$ cat src/rtl/regpair_sequencer_pkg.sv
// Shared types for the register-pair sequencer: register selects, pair opcodes,
// pair codes, sequencer states and the pair-to-register map.
package regpair_sequencer_pkg;

  localparam int DataW = 8;
  localparam int PairW = 16;
  localparam int FlagW = 4;

  typedef enum logic [2:0] {
    REG_A    = 3'd0,
    REG_B    = 3'd1,
    REG_C    = 3'd2,
    REG_D    = 3'd3,
    REG_E    = 3'd4,
    REG_H    = 3'd5,
    REG_L    = 3'd6,
    REG_NONE = 3'd7
  } reg_sel_t;

  typedef enum logic [1:0] {
    OP_READ16 = 2'd0,
    OP_LOAD16 = 2'd1,
    OP_INC16  = 2'd2,
    OP_DEC16  = 2'd3
  } regpair_op_t;

  typedef enum logic [1:0] {
    PAIR_BC  = 2'd0,
    PAIR_DE  = 2'd1,
    PAIR_HL  = 2'd2,
    PAIR_INV = 2'd3
  } reg_pair_t;

  typedef enum logic [2:0] {
    IDLE  = 3'd0,
    READ  = 3'd1,
    WR_LO = 3'd2,
    WR_HI = 3'd3,
    RESP  = 3'd4
  } regseq_state_t;

  function automatic reg_sel_t pair_hi(input reg_pair_t p);
    unique case (p)
      PAIR_BC: return REG_B;
      PAIR_DE: return REG_D;
      PAIR_HL: return REG_H;
      default: return REG_NONE;
    endcase
  endfunction

  function automatic reg_sel_t pair_lo(input reg_pair_t p);
    unique case (p)
      PAIR_BC: return REG_C;
      PAIR_DE: return REG_E;
      PAIR_HL: return REG_L;
      default: return REG_NONE;
    endcase
  endfunction

endpackage

$ cat src/rtl/regpair_sequencer_if.sv
// Bundle of request/response handshake, core-side controls and register-file
// side signals around the pair sequencer.
interface regpair_sequencer_if;
  import regpair_sequencer_pkg::*;

  logic             req_valid;
  logic             req_ready;
  regpair_op_t      req_op;
  reg_pair_t        req_pair;
  logic [PairW-1:0] req_data;

  logic             rsp_valid;
  logic [PairW-1:0] rsp_data;
  logic             rsp_err;
  logic             rsp_zero;

  logic             core_stall;
  reg_sel_t         core_sel_a;
  reg_sel_t         core_sel_b;
  logic             core_load_en;
  logic [DataW-1:0] core_reg_input;
  logic [FlagW-1:0] core_flags_in;

  reg_sel_t         rf_reg_sel_a;
  reg_sel_t         rf_reg_sel_b;
  logic             rf_load_en;
  logic [DataW-1:0] rf_reg_input;
  logic [FlagW-1:0] rf_flags_in;
  logic [DataW-1:0] rf_reg_out_a;
  logic [DataW-1:0] rf_reg_out_b;
  logic [FlagW-1:0] rf_flags;

  modport slave (
    input  req_valid, req_op, req_pair, req_data,
    input  core_sel_a, core_sel_b, core_load_en, core_reg_input, core_flags_in,
    input  rf_reg_out_a, rf_reg_out_b, rf_flags,
    output req_ready, rsp_valid, rsp_data, rsp_err, rsp_zero, core_stall,
    output rf_reg_sel_a, rf_reg_sel_b, rf_load_en, rf_reg_input, rf_flags_in
  );

  modport master (
    output req_valid, req_op, req_pair, req_data,
    output core_sel_a, core_sel_b, core_load_en, core_reg_input, core_flags_in,
    output rf_reg_out_a, rf_reg_out_b, rf_flags,
    input  req_ready, rsp_valid, rsp_data, rsp_err, rsp_zero, core_stall,
    input  rf_reg_sel_a, rf_reg_sel_b, rf_load_en, rf_reg_input, rf_flags_in
  );

endinterface

$ cat src/rtl/regpair_sequencer.sv
// Expands one 16-bit pair request into 8-bit register-file cycles; forwards core
// controls while idle. Define REGSEQ_ZERO_FLAG_EN to report zero results of INC16/DEC16.
module regpair_sequencer
  import regpair_sequencer_pkg::*;
(
  input logic                 clk,
  input logic                 rst,
  regpair_sequencer_if.slave  bus
);

  regseq_state_t    r_state;
  regpair_op_t      r_op;
  reg_pair_t        r_pair;
  logic [PairW-1:0] r_result;
  logic             r_ready;
  logic             r_stall;
  logic             r_rspValid;
  logic [PairW-1:0] r_rspData;
  logic             r_rspErr;
  logic             r_rspZero;

  reg_sel_t         w_hiSel;
  reg_sel_t         w_loSel;
  logic [PairW-1:0] w_readValue;
  logic [PairW-1:0] w_readResult;
  logic             w_zeroHit;

  assign w_hiSel     = pair_hi(r_pair);
  assign w_loSel     = pair_lo(r_pair);
  assign w_readValue = {bus.rf_reg_out_b, bus.rf_reg_out_a};

  always_comb begin
    w_readResult = w_readValue;
    unique case (r_op)
      OP_INC16: w_readResult = w_readValue + 16'd1;
      OP_DEC16: w_readResult = w_readValue - 16'd1;
      default:  w_readResult = w_readValue;
    endcase
  end

`ifdef REGSEQ_ZERO_FLAG_EN
  assign w_zeroHit = (r_result == '0) && ((r_op == OP_INC16) || (r_op == OP_DEC16));
`else
  assign w_zeroHit = 1'b0;
`endif

  // Once busy, the sequencer owns the file: core writes are dropped and F is
  // fed back to itself because the file latches flags_in every cycle.
  always_comb begin
    bus.rf_reg_sel_a = bus.core_sel_a;
    bus.rf_reg_sel_b = bus.core_sel_b;
    bus.rf_load_en   = bus.core_load_en;
    bus.rf_reg_input = bus.core_reg_input;
    bus.rf_flags_in  = bus.core_flags_in;
    if (r_state != IDLE) begin
      bus.rf_reg_sel_a = w_loSel;
      bus.rf_reg_sel_b = w_hiSel;
      bus.rf_load_en   = 1'b0;
      bus.rf_reg_input = r_result[DataW-1:0];
      bus.rf_flags_in  = bus.rf_flags;
      if (r_state == WR_LO) begin
        bus.rf_load_en = 1'b1;
      end else if (r_state == WR_HI) begin
        bus.rf_reg_sel_a = w_hiSel;
        bus.rf_load_en   = 1'b1;
        bus.rf_reg_input = r_result[PairW-1:DataW];
      end
    end
  end

  always_ff @(posedge clk) begin
    if (rst) begin
      r_state    <= IDLE;
      r_op       <= OP_READ16;
      r_pair     <= PAIR_BC;
      r_result   <= '0;
      r_ready    <= 1'b1;
      r_stall    <= 1'b0;
      r_rspValid <= 1'b0;
      r_rspData  <= '0;
      r_rspErr   <= 1'b0;
      r_rspZero  <= 1'b0;
    end else begin
      r_rspValid <= 1'b0;
      r_rspData  <= '0;
      r_rspErr   <= 1'b0;
      r_rspZero  <= 1'b0;
      unique case (r_state)
        IDLE: begin
          if (bus.req_valid && r_ready) begin
            r_op    <= bus.req_op;
            r_pair  <= bus.req_pair;
            r_ready <= 1'b0;
            r_stall <= 1'b1;
            if (bus.req_pair == PAIR_INV) begin
              r_result   <= '0;
              r_rspValid <= 1'b1;
              r_rspErr   <= 1'b1;
              r_state    <= RESP;
            end else if (bus.req_op == OP_LOAD16) begin
              r_result <= bus.req_data;
              r_state  <= WR_LO;
            end else begin
              r_state <= READ;
            end
          end
        end
        READ: begin
          r_result <= w_readResult;
          if (r_op == OP_READ16) begin
            r_rspValid <= 1'b1;
            r_rspData  <= w_readResult;
            r_state    <= RESP;
          end else begin
            r_state <= WR_LO;
          end
        end
        WR_LO: r_state <= WR_HI;
        WR_HI: begin
          r_rspValid <= 1'b1;
          r_rspData  <= r_result;
          r_rspZero  <= w_zeroHit;
          r_state    <= RESP;
        end
        RESP: begin
          r_ready <= 1'b1;
          r_stall <= 1'b0;
          r_state <= IDLE;
        end
        default: begin
          r_ready <= 1'b1;
          r_stall <= 1'b0;
          r_state <= IDLE;
        end
      endcase
    end
  end

  assign bus.req_ready  = r_ready;
  assign bus.core_stall = r_stall;
  assign bus.rsp_valid  = r_rspValid;
  assign bus.rsp_data   = r_rspData;
  assign bus.rsp_err    = r_rspErr;
  assign bus.rsp_zero   = r_rspZero;

endmodule

$ cat src/flat_wrapper.sv
// flat-port wrapper written by rule: the top's interface ports become plain ports
module regpair_sequencer_flat import regpair_sequencer_pkg::*;
  (clk, rst, bus_req_valid, bus_req_op, bus_req_pair, bus_req_data, bus_core_sel_a, bus_core_sel_b, bus_core_load_en, bus_core_reg_input, bus_core_flags_in, bus_rf_reg_out_a, bus_rf_reg_out_b, bus_rf_flags, bus_req_ready, bus_rsp_valid, bus_rsp_data, bus_rsp_err, bus_rsp_zero, bus_core_stall, bus_rf_reg_sel_a, bus_rf_reg_sel_b, bus_rf_load_en, bus_rf_reg_input, bus_rf_flags_in);
  regpair_sequencer_if bus_i ();
  input logic clk;
  input logic rst;
  input wire logic [$bits(bus_i.req_valid)-1:0] bus_req_valid;
  input wire logic [$bits(bus_i.req_op)-1:0] bus_req_op;
  input wire logic [$bits(bus_i.req_pair)-1:0] bus_req_pair;
  input wire logic [$bits(bus_i.req_data)-1:0] bus_req_data;
  input wire logic [$bits(bus_i.core_sel_a)-1:0] bus_core_sel_a;
  input wire logic [$bits(bus_i.core_sel_b)-1:0] bus_core_sel_b;
  input wire logic [$bits(bus_i.core_load_en)-1:0] bus_core_load_en;
  input wire logic [$bits(bus_i.core_reg_input)-1:0] bus_core_reg_input;
  input wire logic [$bits(bus_i.core_flags_in)-1:0] bus_core_flags_in;
  input wire logic [$bits(bus_i.rf_reg_out_a)-1:0] bus_rf_reg_out_a;
  input wire logic [$bits(bus_i.rf_reg_out_b)-1:0] bus_rf_reg_out_b;
  input wire logic [$bits(bus_i.rf_flags)-1:0] bus_rf_flags;
  output wire logic [$bits(bus_i.req_ready)-1:0] bus_req_ready;
  output wire logic [$bits(bus_i.rsp_valid)-1:0] bus_rsp_valid;
  output wire logic [$bits(bus_i.rsp_data)-1:0] bus_rsp_data;
  output wire logic [$bits(bus_i.rsp_err)-1:0] bus_rsp_err;
  output wire logic [$bits(bus_i.rsp_zero)-1:0] bus_rsp_zero;
  output wire logic [$bits(bus_i.core_stall)-1:0] bus_core_stall;
  output wire logic [$bits(bus_i.rf_reg_sel_a)-1:0] bus_rf_reg_sel_a;
  output wire logic [$bits(bus_i.rf_reg_sel_b)-1:0] bus_rf_reg_sel_b;
  output wire logic [$bits(bus_i.rf_load_en)-1:0] bus_rf_load_en;
  output wire logic [$bits(bus_i.rf_reg_input)-1:0] bus_rf_reg_input;
  output wire logic [$bits(bus_i.rf_flags_in)-1:0] bus_rf_flags_in;
  assign bus_i.req_valid = bus_req_valid;
  assign bus_i.req_op = bus_req_op;
  assign bus_i.req_pair = bus_req_pair;
  assign bus_i.req_data = bus_req_data;
  assign bus_i.core_sel_a = bus_core_sel_a;
  assign bus_i.core_sel_b = bus_core_sel_b;
  assign bus_i.core_load_en = bus_core_load_en;
  assign bus_i.core_reg_input = bus_core_reg_input;
  assign bus_i.core_flags_in = bus_core_flags_in;
  assign bus_i.rf_reg_out_a = bus_rf_reg_out_a;
  assign bus_i.rf_reg_out_b = bus_rf_reg_out_b;
  assign bus_i.rf_flags = bus_rf_flags;
  assign bus_req_ready = bus_i.req_ready;
  assign bus_rsp_valid = bus_i.rsp_valid;
  assign bus_rsp_data = bus_i.rsp_data;
  assign bus_rsp_err = bus_i.rsp_err;
  assign bus_rsp_zero = bus_i.rsp_zero;
  assign bus_core_stall = bus_i.core_stall;
  assign bus_rf_reg_sel_a = bus_i.rf_reg_sel_a;
  assign bus_rf_reg_sel_b = bus_i.rf_reg_sel_b;
  assign bus_rf_load_en = bus_i.rf_load_en;
  assign bus_rf_reg_input = bus_i.rf_reg_input;
  assign bus_rf_flags_in = bus_i.rf_flags_in;
  regpair_sequencer u_core (.clk(clk), .rst(rst), .bus(bus_i));
endmodule
$ cat config.mk
export PLATFORM = sky130hd
export DESIGN_NAME = regpair_sequencer_flat
export DESIGN_NICKNAME = d
export VERILOG_FILES = /design/src/rtl/regpair_sequencer_pkg.sv /design/src/rtl/regpair_sequencer_if.sv /design/src/rtl/regpair_sequencer.sv /design/src/flat_wrapper.sv
export SDC_FILE = /design/constraint.sdc
export NUM_CORES = 1
export LEC_CHECK = 0
export CAP_MARGIN = 5
export CORE_AREA = 2 2 100 102
export CTS_CLUSTER_SIZE = 14
export DETAILED_ROUTE_END_ITERATION = 10
export DIE_AREA = 0 0 102 104
export PLACE_DENSITY = 0.66
export SLEW_MARGIN = 20
export SYNTH_ARGS = -nofsm -noshare
export SYNTH_HDL_FRONTEND = slang
export SYNTH_SLANG_ARGS = --single-unit
$ cat constraint.sdc
create_clock -name clk -period 2.9 [get_ports clk]
set_input_delay 0.58 -clock clk [delete_from_list [all_inputs] [get_ports clk]]
set_output_delay 0.58 -clock clk [all_outputs]
set_load 0.005 [all_outputs]
# ---- After elaboration in Yosys (flattened, before gate mapping)
# Index checks and enable logic that the tools add are counted.
# W data, S select, Z words.
dict set report op_classes {
  n_addsub 2
  reduce_logical 11
  bitwise_logic 2
  muxes 33
  eq_ne 11
}
# operator n
set ops {}
lappend ops {{$pmux W16 S2} 3}
lappend ops {{$mux W16} 4}
lappend ops {{$mux W8} 3}
lappend ops {{$mux W3} 7}
lappend ops {{$pmux W3 S3} 2}
lappend ops {{$add A16 B1 Y16 const B} 1}
lappend ops {{$sub A16 B1 Y16 const B} 1}
lappend ops {{$pmux W3 S4} 1}
lappend ops {{$eq A2 B2 Y1 const B} 4}
lappend ops {{$mux W1} 8}
lappend ops {{$eq A3 B2 Y1 const B} 2}
lappend ops {{$eq A2 B1 Y1 const B} 2}
lappend ops {{$logic_not A2 Y1} 2}
lappend ops {{$mux W4} 1}
lappend ops {{$pmux W1 S2} 2}
lappend ops {{$reduce_and A2 Y1} 2}
lappend ops {{$eq A3 B1 Y1 const B} 1}
lappend ops {{$logic_not A3 Y1} 1}
lappend ops {{$ne A3 B1 Y1 const B} 1}
lappend ops {{$pmux W1 S3} 1}
lappend ops {{$reduce_and A3 Y1} 1}
lappend ops {{$reduce_bool A3 Y1} 1}
lappend ops {{$reduce_or A3 Y1} 1}
lappend ops {{$mux W2} 1}
lappend ops {{other kinds (5)} 6}
dict set report word_totals {
  output_inout_bits 40
  wordCells 68
  inputBits 62
  regBits 43
}

# ---- Depth between registers and ports, before layout
dict set report depth {
  word_depth 5
  depth_mapped 10
  ltp_nobuf 9
}

# ---- Least setup slack after synthesis
# OpenSTA, ideal clock, no wires.
dict set report synth_timing {
  path_kind {input to register}
  start {input bus_rf_reg_out_b[0]}
  end {register u_core.r_result[14]}
  arrival_time_ns 2.320
  t_required_ns 2.809
  slack_ns 0.489
  cell_stages 7
  setup_ns 0.091
  n_path_buf 1
  cell_sequence {clkbuf_1 or4_1 mux2_2 o32ai_1 a21oi_1 xnor2_1 a311oi_1}
}
dict set report synth_via {
  elab_chain_len 3
  elab_cells_between_ends 4
  cone_classes {add/sub: 2; mux: 2}
}
# element line
set synth_rtl {}
lappend synth_rtl {{start: declaration} flat_wrapper.sv:17} ;# input wire logic [$bits(bus_i.rf_reg_out_b)-1:0] bus_rf_reg_out_b;
lappend synth_rtl {{$sub A16 B1 Y16 or $add A16 B1 Y16 (tied branches)} {regpair_sequencer.sv:36, regpair_sequencer.sv:35}}
lappend synth_rtl {{$pmux W16 S2 *} regpair_sequencer.sv:34} ;# unique case (r_op)
lappend synth_rtl {{$pmux W16 S2 *} regpair_sequencer.sv:88} ;# unique case (r_state)
lappend synth_rtl {{end signal: assignment} regpair_sequencer.sv:101} ;# r_result <= bus.req_data;
lappend synth_rtl {{end signal: assignment} regpair_sequencer.sv:109} ;# r_result <= w_readResult;
lappend synth_rtl {{end: declaration} regpair_sequencer.sv:14} ;# logic [PairW-1:0] r_result;
# Every way passes the cells marked *; elsewhere a longest branch is shown, timed or not.
# A chain may end at the register's enable or synchronous reset.

# ---- Worst setup path in the final report
dict set report layout_timing {
  start {register u_core.r_state[2]}
  end {output bus_rf_reg_sel_b[1]}
}
dict set report layout_via {
  elab_chain_len 2
}
# element line
set layout_rtl {}
lappend layout_rtl {{start: declaration} regpair_sequencer.sv:11} ;# regseq_state_t r_state;
lappend layout_rtl {{start signal: assignment} regpair_sequencer.sv:73} ;# r_state <= IDLE;
lappend layout_rtl {{start signal: assignment} regpair_sequencer.sv:99} ;# r_state <= RESP;
lappend layout_rtl {{start signal: assignment} regpair_sequencer.sv:102} ;# r_state <= WR_LO;
lappend layout_rtl {{$reduce_bool A3 Y1} regpair_sequencer.sv:55} ;# if (r_state != IDLE) begin
lappend layout_rtl {{$mux W3} regpair_sequencer.sv:55}
lappend layout_rtl {{end: declaration} flat_wrapper.sv:26} ;# output wire logic [$bits(bus_i.rf_reg_sel_b)-1:0] bus_rf_reg_sel_b;
# Every way passes these cells.

==> reports/qor.yml <==
status: "complete, no violations"
cts_tree: "done"
cts_hold_buf: 0
drtAntennaViolNets: 0
synth_edf_count: 0
p_per_area_mw_per_mm2: 428
setup_viol: 0
port_buffers: 100
switchingPower_uw: 545
finalClockSkew_ps: 8.36
wl_per_cell_um: 15.6
pwr-share-seq_pct: 37.9
worstPathMaxFanout: 22
swShare_pct: 30.4
p_leak_nw: 1.48
synthCells: 371
maxSlewViolCount: 0
synth_area_per_cell_um2: 7.54
mostFrequentLayoutCell: "clkdlybuf4s50_1"
r2r_slack_ps: 610
die_w_um: 102
track_usage_pct: 17.4
die_height_um: 104
overflow: 0
intPower_mw: 1.25
clock_latency_ps: 300
yosys_warnings: 0
dpl.hpwl_um: 7420
first_iter_violations: 262
timing.final.hold_violations: 0
synth-main-ff-cell: "dfxtp_1"
min_path_type: "flop to flop"
pwr-share-comb_pct: 34.8
endpoint_kind: "output port"
antenna_found_initial: 0
n_antenna_cell: 0
p_clk_share_pct: 27.3
crit_arrival_ps: 2180
cts_buffers: 5
required_ps: 2320
fin_crit_sh_pct: 95.0
final_cell_mix: "clkdlybuf4s50_1 (100), dfxtp_1 (43), nand2_1 (42)"
utilization_pct: 43.9
avgViaCountPerCell: 5.17
path_class: "flop to output port"
first_pass_iters: 5
finalSetupTns_ps: 0
drive_gt1_share_pct: 11.8
fp.dieArea_mm2: 0.0106
ys_types: 56
period_minus_slack_ps: 2760
root_buffer: "clkbuf_8"
grt_pass1_wl_um: 14700
globalplace.congestion: 0.901
fin_nets: 538
synthArstFlopShare_pct: 0
grt_max_degree: 33
seq_area_frac_synth_pct: 30.8
htree_levels: 2
wl_um: 9470
relSlewSlack_pct: 55.4
grt_pass1_vias: 2893
dpl-instance-area_mm2: 0.00406
drv_cap: 0
row_count: 36
stdcell_area_mm2: 0.00419
area.growth.synth_to_final_pct: 49.7
peakVddDrop_uv: 198
clock_sinks: 43
syn-num-nets: 435
drc_errors: 0
synth_seq_cells: 43
pin_count: 102
synthesis.area_mm2: 0.00280
num_vias: 3146
clk_transition_reported_paths_ps: 80
start_util_pct: 29.3
rsz0062_at_grt: "false"
coreArea_mm2: 0.00955
fmax_mhz: 363
cp-start-kind: "flop"
cts_buffer_depth: 2
worstMarginPinSlew_ps: 669
[sequential cells by signal (all words and copies together), names as in the netlist]
name / cells
u_core.bus.rsp_data: 16
u_core.bus.core_stall: 1
u_core.r_op: 2
u_core.r_pair: 2
u_core.bus.req_ready: 1
u_core.r_result: 16
u_core.r_state: 3
u_core.bus.rsp_err: 1
u_core.bus.rsp_valid: 1
[synthesized netlist by cell type (3+ instances only)]
cell type / n / share of area, %
nor3_1: 17 / 3.0
mux2_2: 8 / 3.2
nand3_1: 13 / 2.3
xnor2_1: 10 / 3.1
nor3b_1: 3 / 0.80
o32ai_1: 3 / 0.94
nand2b_1: 5 / 1.1
nor2_1: 42 / 5.6
mux2i_1: 8 / 2.9
buf_1: 3 / 0.40
o21a_1: 3 / 0.80
a311oi_1: 5 / 1.6
nor2b_1: 5 / 1.1
a22oi_1: 30 / 8.1
nand4_1: 3 / 0.67
clkbuf_1: 28 / 3.8
a211oi_1: 8 / 2.1
dfxtp_1: 43 / 31
nand2_1: 42 / 5.6
nor4_1: 12 / 2.7
a21oi_1: 8 / 1.4
o21ai_1: 5 / 0.89
inv_1: 3 / 0.40
xor2_1: 5 / 1.6
o21ai_0: 16 / 2.9
and2_1: 3 / 0.67
or2_2: 3 / 0.67
[metrics by stage]
stage,std cells,power [mW],hold WS (ps),setup WS (ps)
6_report,608,1.79,529,144
5_1_grt,608,1.89,552,39.0
4_1_cts,608,1.80,526,81.5
3_5_place_dp,600,1.31,515,64.6
3_3_place_gp,600,1.30,512,119
2_1_floorplan,371,0.994,476,489
[worst max-delay path, stage by stage, from the launching register on]
cell	delay, ps
dfxtp_1	320
buf_4	170
nor3_2	320
buf_6	260
mux2_2	370
clkdlybuf4s50_1	440
[what timing repair did]
item                                    in CTS  in global routing
endpoints found under the setup margin       0                 11
resized for setup                            0                  3
setup buffers                                0                  0
hold endpoints to repair                     0                  0
[cell families after synthesis]
kind of cell | count (synthesis) | synth area share (%)
buf+inv | 39 | 5.95
flops | 43 | 30.8
mux | 16 | 6.08
compound gates | 92 | 22.9
simple gates | 163 | 28.5
other cells | 1 | 0.134
fa+ha+maj | 2 | 0.894
xor+xnor | 15 | 4.70
[layout make-up]
cell class	count	area [um^2]
multi-input combinational	289	1780
fill	968	5360
tap	133	166
timing repair buffer	131	1250
clock buffer	6	82.6
clock inverter	2	35.0
sequential	43	861
inverter	4	15.0
[worst paths after layout]
kind | start | end | depth (start not counted)
max | u_core.r_state[2] | bus_rf_reg_sel_b[1] | 5
min | u_core.r_result[6] | u_core.r_result[6] | 2
max reg2reg | u_core.r_op[0] | u_core.r_result[14] | 9
min reg2reg | u_core.r_result[6] | u_core.r_result[6] | 2
[power groups by stage]
stage | Sequential, mW | Combinational (mW) | Clock, mW
2_1_floorplan | 0.679 | 0.315 | 0
3_3_place_gp | 0.690 | 0.611 | 0
3_5_place_dp | 0.692 | 0.618 | 0
4_1_cts | 0.678 | 0.620 | 0.498
5_1_grt | 0.685 | 0.682 | 0.527
6_report | 0.680 | 0.623 | 0.490
[routing by layer]
layer	part of all wire (%)	wire [um]	GRT usage (%)
met1	46	4400	25.1
met2	44	4170	25.8
met3	7.7	727	2.89
met4	1.9	180	6.29
met5	0	0	0
Note: power is estimated with default switching activity, not from simulation.
